## src/rtl/ttl_bus_arbiter_if.sv

```systemverilog
`default_nettype none
// ============================================================================
// Module   : ttl_bus_arbiter_if
// Brief    : Request/lock inputs and decoder-drive outputs of the bus arbiter.
// Revision : 1.0 - initial release
// ============================================================================
interface ttl_bus_arbiter_if #(
    parameter int REQUESTERS = 4,
    parameter int SEL_WIDTH  = 2
);
    logic [REQUESTERS-1:0] Req_bar;
    logic                  Lock_bar;
    logic                  Dec_Enable_bar;
    logic [SEL_WIDTH-1:0]  Dec_A;
    logic [REQUESTERS-1:0] Grant_bar;
    logic                  Busy;

    modport master (
        input  Req_bar,
        input  Lock_bar,
        output Dec_Enable_bar,
        output Dec_A,
        output Grant_bar,
        output Busy
    );

    modport slave (
        output Req_bar,
        output Lock_bar,
        input  Dec_Enable_bar,
        input  Dec_A,
        input  Grant_bar,
        input  Busy
    );
endinterface
`default_nettype wire

```

## src/rtl/ttl_bus_arbiter.sv

```systemverilog
`default_nettype none
// ============================================================================
// Module   : ttl_bus_arbiter
// Brief    : Round-robin arbiter for four active-low requesters driving one
//            half of a 2-to-4 inverted decoder, with hold limit, lock and
//            idle turnaround between owners.
// Revision : 1.0 - initial release
// ============================================================================
module ttl_bus_arbiter #(
    parameter int REQUESTERS  = 4,
    parameter int SEL_WIDTH   = $clog2(REQUESTERS),
    parameter int MAX_HOLD    = 8,
    parameter int TURN_CYCLES = 1
) (
    input  wire logic          Clk,
    input  wire logic          Clear_bar,
    ttl_bus_arbiter_if.master  bus
);

    localparam int HOLD_W = (MAX_HOLD < 2) ? 1 : $clog2(MAX_HOLD + 1);
    localparam logic [HOLD_W-1:0] c_hold_max = HOLD_W'(MAX_HOLD);
    localparam logic [3:0]        c_turn     = 4'(TURN_CYCLES);

    typedef enum logic [1:0] {
        ST_IDLE  = 2'd0,
        ST_GRANT = 2'd1,
        ST_TURN  = 2'd2
    } state_t;

    state_t                  state_q, state_d;
    logic [SEL_WIDTH-1:0]    dec_a_q, dec_a_d;
    logic [SEL_WIDTH-1:0]    ptr_q, ptr_d;
    logic [HOLD_W-1:0]       hold_q, hold_d;
    logic [3:0]              turn_q, turn_d;
    logic                    en_bar_q, en_bar_d;
    logic [REQUESTERS-1:0]   grant_bar_q, grant_bar_d;
    logic                    busy_q, busy_d;

    logic                    w_found;
    logic [SEL_WIDTH-1:0]    w_winner;
    logic [SEL_WIDTH-1:0]    w_idx;
    logic [REQUESTERS-1:0]   w_owner_mask;
    logic                    w_others;
    logic                    w_release;
    logic                    w_forced;

    // Scan from the highest offset down so the request closest to ptr wins.
    always_comb begin
        w_found  = 1'b0;
        w_winner = ptr_q;
        w_idx    = ptr_q;
        for (int i = REQUESTERS - 1; i >= 0; i--) begin
            w_idx = ptr_q + SEL_WIDTH'(i);
            if (!bus.Req_bar[w_idx]) begin
                w_found  = 1'b1;
                w_winner = w_idx;
            end
        end
    end

    assign w_owner_mask = REQUESTERS'(1) << dec_a_q;
    assign w_others     = |(~bus.Req_bar & ~w_owner_mask);
    assign w_release    = bus.Req_bar[dec_a_q];
    assign w_forced     = (MAX_HOLD != 0) && (hold_q == c_hold_max)
                          && w_others && bus.Lock_bar;

    always_comb begin
        state_d = state_q;
        dec_a_d = dec_a_q;
        ptr_d   = ptr_q;
        hold_d  = hold_q;
        turn_d  = turn_q;
        case (state_q)
            ST_IDLE: begin
                if (w_found) begin
                    state_d = ST_GRANT;
                    dec_a_d = w_winner;
                    hold_d  = HOLD_W'(1);
                end
            end
            ST_GRANT: begin
                if (w_release || w_forced) begin
                    state_d = ST_TURN;
                    ptr_d   = dec_a_q + SEL_WIDTH'(1);
                    turn_d  = 4'd1;
                end else if (hold_q < c_hold_max) begin
                    hold_d = hold_q + HOLD_W'(1);
                end
            end
            ST_TURN: begin
                if (turn_q >= c_turn) begin
                    state_d = ST_IDLE;
                end else begin
                    turn_d = turn_q + 4'd1;
                end
            end
            default: state_d = ST_IDLE;
        endcase

        // Outputs are registered from the next state, so they track it exactly.
        en_bar_d    = (state_d != ST_GRANT);
        busy_d      = (state_d != ST_IDLE);
        grant_bar_d = en_bar_d ? {REQUESTERS{1'b1}} : ~(REQUESTERS'(1) << dec_a_d);
    end

    always_ff @(posedge Clk) begin
        if (!Clear_bar) begin
            state_q     <= ST_IDLE;
            dec_a_q     <= '0;
            ptr_q       <= '0;
            hold_q      <= '0;
            turn_q      <= '0;
            en_bar_q    <= 1'b1;
            grant_bar_q <= {REQUESTERS{1'b1}};
            busy_q      <= 1'b0;
        end else begin
            state_q     <= state_d;
            dec_a_q     <= dec_a_d;
            ptr_q       <= ptr_d;
            hold_q      <= hold_d;
            turn_q      <= turn_d;
            en_bar_q    <= en_bar_d;
            grant_bar_q <= grant_bar_d;
            busy_q      <= busy_d;
        end
    end

    assign bus.Dec_Enable_bar = en_bar_q;
    assign bus.Dec_A          = dec_a_q;
    assign bus.Grant_bar      = grant_bar_q;
    assign bus.Busy           = busy_q;

endmodule
`default_nettype wire
```

## src/flat_wrapper.sv

```systemverilog
// flat-port wrapper written by rule: the top's interface ports become plain ports
module ttl_bus_arbiter_flat 
#(
    parameter int REQUESTERS  = 4,
    parameter int SEL_WIDTH   = $clog2(REQUESTERS),
    parameter int MAX_HOLD    = 8,
    parameter int TURN_CYCLES = 1
)
  (Clk, Clear_bar, bus_Req_bar, bus_Lock_bar, bus_Dec_Enable_bar, bus_Dec_A, bus_Grant_bar, bus_Busy);
  ttl_bus_arbiter_if #(.REQUESTERS(REQUESTERS), .SEL_WIDTH(SEL_WIDTH)) bus_i ();
  input  wire logic Clk;
  input  wire logic Clear_bar;
  input wire logic [$bits(bus_i.Req_bar)-1:0] bus_Req_bar;
  input wire logic [$bits(bus_i.Lock_bar)-1:0] bus_Lock_bar;
  output wire logic [$bits(bus_i.Dec_Enable_bar)-1:0] bus_Dec_Enable_bar;
  output wire logic [$bits(bus_i.Dec_A)-1:0] bus_Dec_A;
  output wire logic [$bits(bus_i.Grant_bar)-1:0] bus_Grant_bar;
  output wire logic [$bits(bus_i.Busy)-1:0] bus_Busy;
  assign bus_i.Req_bar = bus_Req_bar;
  assign bus_i.Lock_bar = bus_Lock_bar;
  assign bus_Dec_Enable_bar = bus_i.Dec_Enable_bar;
  assign bus_Dec_A = bus_i.Dec_A;
  assign bus_Grant_bar = bus_i.Grant_bar;
  assign bus_Busy = bus_i.Busy;
  ttl_bus_arbiter #(.REQUESTERS(REQUESTERS), .SEL_WIDTH(SEL_WIDTH), .MAX_HOLD(MAX_HOLD), .TURN_CYCLES(TURN_CYCLES)) u_core (.Clk(Clk), .Clear_bar(Clear_bar), .bus(bus_i));
endmodule
```

## config.mk

```make
export PLATFORM = sky130hd
export DESIGN_NAME = ttl_bus_arbiter_flat
export DESIGN_NICKNAME = d
export VERILOG_FILES = /design/src/rtl/ttl_bus_arbiter_if.sv /design/src/rtl/ttl_bus_arbiter.sv /design/src/flat_wrapper.sv
export SDC_FILE = /design/constraint.sdc
export NUM_CORES = 1
export LEC_CHECK = 0
export BUFFER_PORTS_ARGS = -buffer_cell sky130_fd_sc_hd__buf_2
export CAP_MARGIN = 20
export CORE_MARGIN = 8
export CORE_UTILIZATION = 30
export DETAILED_ROUTE_END_ITERATION = 12
export PLACE_DENSITY_LB_ADDON = 0.15
export SLEW_MARGIN = 30
export SYNTH_ARGS = -nofsm -noshare
export SYNTH_HDL_FRONTEND = slang
export SYNTH_SLANG_ARGS = --single-unit
```

## constraint.sdc

```tcl
create_clock -name Clk -period 2.2 [get_ports Clk]
set_input_delay 0.11 -clock Clk [delete_from_list [all_inputs] [get_ports Clk]]
set_output_delay 0.11 -clock Clk [all_outputs]
set_load 0.01 [all_outputs]
```

# Word-level counts from Yosys, hierarchy flattened

Cells that the tools add are included.

Flip-flop bits (word level): 20
Output and inout bits: 8
Logic and storage cells: 80

Add/sub/neg operators: 6
Order comparisons: 7
Equality and inequality tests: 9
Shifts and indexed selects: 2
Muxes and demuxes: 31
Bitwise operators: 5
Reduce and logical (&&, ||, !) cells: 12

Operators by type and width:

| kind                                                                   | count |
|---|---|
| 4-bit 2-to-1 mux                                                       | 5 |
| 2-bit 2-to-1 mux                                                       | 9 |
| 4-bit one-hot mux with 2 select lines                                  | 2 |
| 2-bit by 3-bit < comparator with 1-bit output (second input constant)  | 5 |
| 4-bit NOT                                                              | 3 |
| 1-bit binary-select mux with 2-bit select                              | 5 |
| 1-bit 2-to-1 mux                                                       | 9 |
| 4-bit by 1-bit adder with 4-bit output (second input constant)         | 2 |
| 2-bit by 1-bit != test with 1-bit output (second input constant)       | 4 |
| 1-bit by 2-bit << shifter with 4-bit output (first input constant)     | 2 |
| 2-bit one-hot mux with 3 select lines                                  | 1 |
| 2-bit nonzero test                                                     | 3 |
| 2-bit by 1-bit adder with 2-bit output (second input constant)         | 2 |
| 2-bit adder (second input constant)                                    | 2 |
| 4-bit AND                                                              | 1 |
| 4-bit equality test (second input constant)                            | 1 |
| 4-bit by 1-bit >= comparator with 1-bit output (second input constant) | 1 |
| 4-bit < comparator (second input constant)                             | 1 |
| 2-bit != test (second input constant)                                  | 2 |
| 4-bit AND reduction                                                    | 1 |
| 4-bit OR reduction                                                     | 1 |
| 3-bit AND reduction                                                    | 1 |
| 2-bit by 1-bit equality test with 1-bit output (second input constant) | 1 |
| 2-bit equality test (second input constant)                            | 1 |
| 6 further kinds                                                        | 7 |

# Longest topological paths before layout

Gate-level depths: netlist of the first run.

Word-level depth: 11
Gate-level depth with buffers: 7

# Worst setup path after synthesis of the first run

OpenSTA, ideal clock, no wires.

Kind: reg-to-reg
Start: register u_core.dec_a_q[0] (netlist: u_core.bus.Dec_A[0])
End: register u_core.grant_bar_q[0] (netlist: u_core.bus.Grant_bar[0])
Arrival: 1.535 ns
Required time: 2.073 ns
Path slack: 0.538 ns
Stages on the path, launching flop included: 6
Clock period less this slack: 1.662 ns
Cell sequence: dfxtp_1 -> mux4_2 -> nor2_1 -> nand2_1 -> a21oi_4 -> nand3_1

Word-level cells in the longest chain between the ends: 11
Elaborated cells on any way between the ends: 17

RTL lines:

| item                                        | RTL line               | RTL |
|---|---|---|
| start: declaration                          | ttl_bus_arbiter.sv:31  | `logic [SEL_WIDTH-1:0] dec_a_q, dec_a_d;` |
| start signal: assignment                    | ttl_bus_arbiter.sv:109 | `dec_a_q <= '0;` |
| start signal: assignment                    | ttl_bus_arbiter.sv:118 | `dec_a_q <= dec_a_d;` |
| 1-bit by 2-bit << shifter with 4-bit output | ttl_bus_arbiter.sv:61  | `assign w_owner_mask = REQUESTERS'(1) << dec_a_q;` |
| 4-bit NOT                                   | ttl_bus_arbiter.sv:62  | `assign w_others = \|(~bus.Req_bar & ~w_owner_mask);` |
| 4-bit AND                                   | ttl_bus_arbiter.sv:62  |  |
| 4-bit OR reduction                          | ttl_bus_arbiter.sv:62  |  |
| 1-bit logical AND (2 in series)             | ttl_bus_arbiter.sv:65  | `&& w_others && bus.Lock_bar;` |
| 1-bit logical OR                            | ttl_bus_arbiter.sv:82  | `if (w_release \|\| w_forced) begin` |
| 2-bit 2-to-1 mux                            | ttl_bus_arbiter.sv:82  |  |
| 2-bit one-hot mux with 3 select lines       | ttl_bus_arbiter.sv:73  | `case (state_q)` |
| 2-bit by 1-bit != test with 1-bit output    | ttl_bus_arbiter.sv:101 | `en_bar_d = (state_d != ST_GRANT);` |
| 2-bit OR reduction (no line)                | --                     |  |
| end signal: assignment                      | ttl_bus_arbiter.sv:114 | `grant_bar_q <= {REQUESTERS{1'b1}};` |
| end signal: assignment                      | ttl_bus_arbiter.sv:123 | `grant_bar_q <= grant_bar_d;` |
| end: declaration                            | ttl_bus_arbiter.sv:36  | `logic [REQUESTERS-1:0] grant_bar_q, grant_bar_d;` |

Parallel ways exist; a longest one is shown, timed or not. The select of a mux whose other input is x is not followed.
A chain may end at the register's enable or synchronous reset.

# Worst setup path after layout of the first run

Start: register u_core.dec_a_q[0] (netlist: u_core.bus.Dec_A[0])
End: register u_core.grant_bar_q[1] (netlist: u_core.bus.Grant_bar[1])

Same word-level chain as after synthesis.

==> results of run 1 <==
## power breakdown
| part | internal, mW | switching, mW | leakage [nW] |
|---|---|---|---|
| clock | 0.184 | 0.119 | 0.0279 |
| sequential | 0.392 | 0.0254 | 0.164 |
| combinational | 0.0699 | 0.106 | 0.282 |
## worst register-to-register path: stages (launching register included)
cell     delay [ns]
dfxtp_1        0.51
mux4_2         0.60
nor2_1         0.11
nand2_1        0.10
a21oi_4        0.22
nand3_1        0.11
## final cells by class
class | instances | area share
Multi-Input combinational cell | 74 | 0.455
Timing Repair Buffer | 14 | 0.0613
Clock inverter | 1 | 0.0263
Clock buffer | 3 | 0.0197
Inverter | 12 | 0.0394
Sequential cell | 20 | 0.350
Tap cell | 44 | 0.0482
## flip-flops by register name, summed over array words and instances, names as in the netlist
register                   cells
u_core.state_q                 2
u_core.ptr_q                   2
u_core.bus.Busy                1
u_core.bus.Grant_bar           4
u_core.turn_q                  4
u_core.hold_q                  4
u_core.bus.Dec_A               2
u_core.bus.Dec_Enable_bar      1
## final timing paths
path	to	slack, ns	cells past startpoint
max	u_core.bus.Grant_bar[1]	0.43	5
min	u_core.turn_q[2]	0.12	3
max reg2reg	u_core.bus.Grant_bar[1]	0.43	5
min reg2reg	u_core.turn_q[3]	0.49	1
## cell families (layout without fill, tap and decap cells)
kind of cell / Yosys count / count (layout) / share of synthesized area
fa+ha+maj: 9 / 9 / 0.116
flops: 20 / 20 / 0.413
buf+inv: 13 / 30 / 0.0504
compound gates: 25 / 25 / 0.177
xor+xnor: 1 / 1 / 0.00905
simple gates: 38 / 38 / 0.211
mux: 1 / 1 / 0.0233
## Yosys cell counts (all sizes together)
| cell type | count |
|---|---|
| a21o | 1 |
| a21oi | 6 |
| a31oi | 1 |
| a32o | 1 |
| a32oi | 1 |
| a41oi | 1 |
| and3 | 2 |
| and4b | 1 |
| clkbuf | 1 |
| dfxtp | 20 |
| ha | 9 |
| inv | 12 |
| mux4 | 1 |
| nand2 | 12 |
| nand2b | 1 |
| nand3 | 5 |
| nand3b | 2 |
| nand4 | 1 |
| nand4b | 1 |
| nand4bb | 1 |
| nor2 | 9 |
| nor3 | 2 |
| o211a | 1 |
| o21ai | 8 |
| o221ai | 1 |
| o22ai | 2 |
| o31a | 1 |
| o31ai | 1 |
| or2 | 1 |
| xor2 | 1 |
## per-layer routing
metal / track usage / vias to the layer above / share of wire
met3: 0.0179 / 4 / 0.040
met4: 0.0533 / 0 / 0.023
li1: - / 408 / -
met1: 0.113 / 383 / 0.49
met2: 0.127 / 14 / 0.44
met5: 0 / - / 0
## metrics by stage
step	cells	setup slack, ns	power, mW
after CTS	168	0.414	0.907
after floorplan	107	0.538	0.544
after detailed placement	164	0.436	0.604
final	168	0.433	0.897
after global placement	164	0.480	0.600
after global routing	168	0.340	0.947
==> results.toml, run 1 <==
[status]
status = "complete, no violations"

[layout]
multi_input_comb_area_um2 = 519
nets = 141
final_util = 0.374
n_antenna_cell = 0
layout_commonest_cell = "dfxtp_1"
syn_to_final_growth_pct = 18.0
final_cell_mix = "dfxtp_1 (20), buf_2 (14), inv_1 (12)"
regArea_um2 = 400
fin_area_um2 = 1140
drive_gt1_frac = 0.194
fillCellCount = 339

[sta]
fin_skew_ns = 0.00420
min_period_ns = 1.77
grt_setup_unrepaired = "false"
slew_violations = 0
whs_ns = 0.119
worst_pin_slew_ns = 0.736
hold_viol_final = 0
relSlewSlack = 0.506
fmax_mhz = 566
finalSetupViolCount = 0
fin_setup_tns_ns = 0
fin_crit_sh = 0.803

[routing]
drc = 0
ant_nets = 0
wirelength_um = 2100
first_pass_iters = 4
wl_per_cell_um = 12.5
via_per_inst = 4.82
vias = 809
initialDrtViolationCount = 8

[grt]
antenna_found_initial = 0
grt_max_degree = 13
first_global_vias = 796
grtUsageTotal = 0.0868
grt_pass1_wl_um = 3640
grt_overflow = 0

[place]
hpwl_um = 1660
placed_area_um2 = 1090
place.gp.congestion = 0.757
portBuffers = 14

[yosys]
synth_area_per_cell_um2 = 9.05
yosys_warnings = 0
synth_area_um2 = 968
yosysUniqueCellTypes = 34
synthCells = 107
synth_area_leaders = "dfxtp_1 (41%), ha_1 (12%), inv_1 (4.7%)"
yosysSeqAreaShare = 0.413
ys_seq_elements = 20
yosys.area.top_type_share = 0.413
synth_fp_nets = 123
synth_area_leader_cell = "dfxtp_1"

[floorplan]
dieHeight_um = 72.8
start_util = 0.317
dieArea_um2 = 5300
coreArea_um2 = 3050
die_w_um = 72.8
num_rows = 20
io_pins = 15

[clock_tree]
clk_pin_slew_worst_paths_ns = 0.12
clock_sinks = 20
worstSkewPairLatency_ns = 0.31
ctsResizeCount = 0
clock_path_buffers = 2
cts_inserted_buffers = 3
cts-root-buf = "clkbuf_4"
post-cts-setup-buffer-count = 0
cts_hold_buffers = 0
cts_tree = "built"
h-tree-depth = 1

[setup_path]
max_stage_delay_ns = 0.60
critPathTopFamily = "multiplexers"
cp-end-kind = "flop"
path_cells = "mux4_2, nor2_1, nand2_1, a21oi_4, nand3_1"
crit_path_start = "u_core.bus.Dec_A[0]"
crit_buf_inv = 0
crit_type = "reg2reg"
cp-start-kind = "flop"
crit_slowest_cell = "mux4_2"
crit_required_ns = 2.40
crit_arrival_ns = 1.97
r2r_start = "u_core.bus.Dec_A[0]"
crit_fanout = 8

[flow_run]
drv_cap = 0

[power_and_ir_drop]
peakVddDrop_mv = 0.224
p_leak_nw = 0.474
power_density_nw_per_um2 = 785

[hold_path]
hp-class = "in2reg"
min-delay-start = "Clear_bar"
Note: power is estimated with default switching activity, not from simulation.
==> run 2: changes to the inputs <==
Clock period 2.2 ns to 1.8 ns, I/O delays scaled along.
==> run 2 against run 1 <==
Sequential share of layout area decreased by 0.45 points. Power up 23%. Cell count up 1.2%. Critical path type unchanged. Clock skew rose by 0.0068 ns. First-iteration DRC count grew to 2.9 times the previous value. Design area grew 1.3%. Die area unchanged. Sequential power grew 22%. Critical path depth is the same. Routed wire length is 0.81% lower. Critical endpoint is now u_core.bus.Grant_bar[3]. Register-to-register slack worse by 0.32 ns.
==> results.toml, run 2 (synthesized netlist as in run 1, its figures left out) <==
[status]
status = "complete, no violations"

[clock_tree]
ctsResizeCount = 0
cts_hold_buffers = 0
clk_pin_slew_worst_paths_ns = 0.12
clock_path_buffers = 2
post-cts-setup-buffer-count = 0
cts_inserted_buffers = 3
clock_sinks = 20
cts_tree = "built"
h-tree-depth = 1
cts-root-buf = "clkbuf_4"
worstSkewPairLatency_ns = 0.30

[setup_path]
crit_fanout = 6
cp-end-kind = "flop"
crit_type = "reg2reg"
crit_required_ns = 2.00
crit_arrival_ns = 1.89
cp-start-kind = "flop"
reg2reg_depth = 5

[floorplan]
coreArea_um2 = 3050
dieHeight_um = 72.8
dieArea_um2 = 5300
die_w_um = 72.8
io_pins = 15
start_util = 0.317
num_rows = 20

[routing]
via_per_inst = 4.62
ant_nets = 0
vias = 785
first_pass_iters = 4
wirelength_um = 2080
wl_per_cell_um = 12.2
drc = 0
initialDrtViolationCount = 23

[sta]
slew_violations = 0
relSlewSlack = 0.716
whs_ns = 0.102
fin_setup_tns_ns = 0
grt_setup_unrepaired = "false"
hold_viol_final = 0
fmax_mhz = 594
min_period_ns = 1.68
fin_skew_ns = 0.0110
fin_crit_sh = 0.936
finalSetupViolCount = 0
worst_pin_slew_ns = 0.424

[power_and_ir_drop]
finalPower_mw = 1.10
power_density_nw_per_um2 = 954
peakVddDrop_mv = 0.274
p_leak_nw = 0.484

[layout]
fillCellCount = 346
syn_to_final_growth_pct = 19.5
regArea_um2 = 400
layout_commonest_cell = "dfxtp_1"
multi_input_comb_area_um2 = 519
instances_no_fill = 170
fin_area_um2 = 1160
nets = 143
final_cell_mix = "dfxtp_1 (20), buf_2 (14), inv_1 (12)"
n_antenna_cell = 0
drive_gt1_frac = 0.206

[grt]
grtUsageTotal = 0.0851
first_global_vias = 811
grt_pass1_wl_um = 3540
grt_max_degree = 13
grt_overflow = 0
antenna_found_initial = 0

[place]
placed_area_um2 = 1100
place.gp.congestion = 0.741
placed_cells = 166
portBuffers = 14
hpwl_um = 1610

[hold_path]
hp-class = "in2reg"
hold_depth = 3

[flow_run]
drv_cap = 0
run 2: cell types whose count changed in the layout (fill, tap and decap cells not counted), sizes merged:
| cell | previous run | this run |
|---|---|---|
| buf | 14 | 16 |
run 2: path summary, 6_finish.rpt:
path                             from  slack, ns                 endpoint
hold reg to reg      u_core.turn_q[2]       0.48         u_core.turn_q[2]
setup / recovery  u_core.bus.Dec_A[0]       0.12  u_core.bus.Grant_bar[3]
hold / removal              Clear_bar       0.10         u_core.turn_q[2]
setup reg to reg  u_core.bus.Dec_A[0]       0.12  u_core.bus.Grant_bar[3]
run 2: power by group:
| part | switching, mW | internal (mW) |
|---|---|---|
| combinational | 0.133 | 0.0940 |
| clock | 0.143 | 0.225 |
| sequential | 0.0294 | 0.480 |
| total | 0.306 | 0.799 |
run 2: layout make-up:
class                      instances  share of cell area
multi-input combinational         74               0.449
sequential                        20               0.346
timing repair buffer              16              0.0735
tap                               44              0.0476
inverter                          12              0.0389
clock inverter                     1              0.0259
clock buffer                       3              0.0195
run 2: critical path, stage by stage (launching register included):
cell and delay (ns):
dfxtp_1 0.45, mux4_2 0.58, nor2_1 0.11, nand2_1 0.10, a21oi_4 0.24, nand3b_1 0.10
run 2: through the flow:
step                      setup slack, ns   util
after global routing              0.00286  0.379
after global placement              0.191  0.362
after CTS                           0.118  0.379
final                               0.115  0.379
after floorplan                     0.138      -
after detailed placement            0.142  0.362
run 2: routing by layer:
layer / global-route usage / share of wire / routed length [um] / up-vias
met2: 0.126 / 0.44 / 915 / 12
met3: 0.0192 / 0.038 / 79 / 4
met5: 0 / 0 / 0 / -
met1: 0.105 / 0.50 / 1030 / 358
li1: - / - / - / 411
met4: 0.0600 / 0.025 / 52 / 0
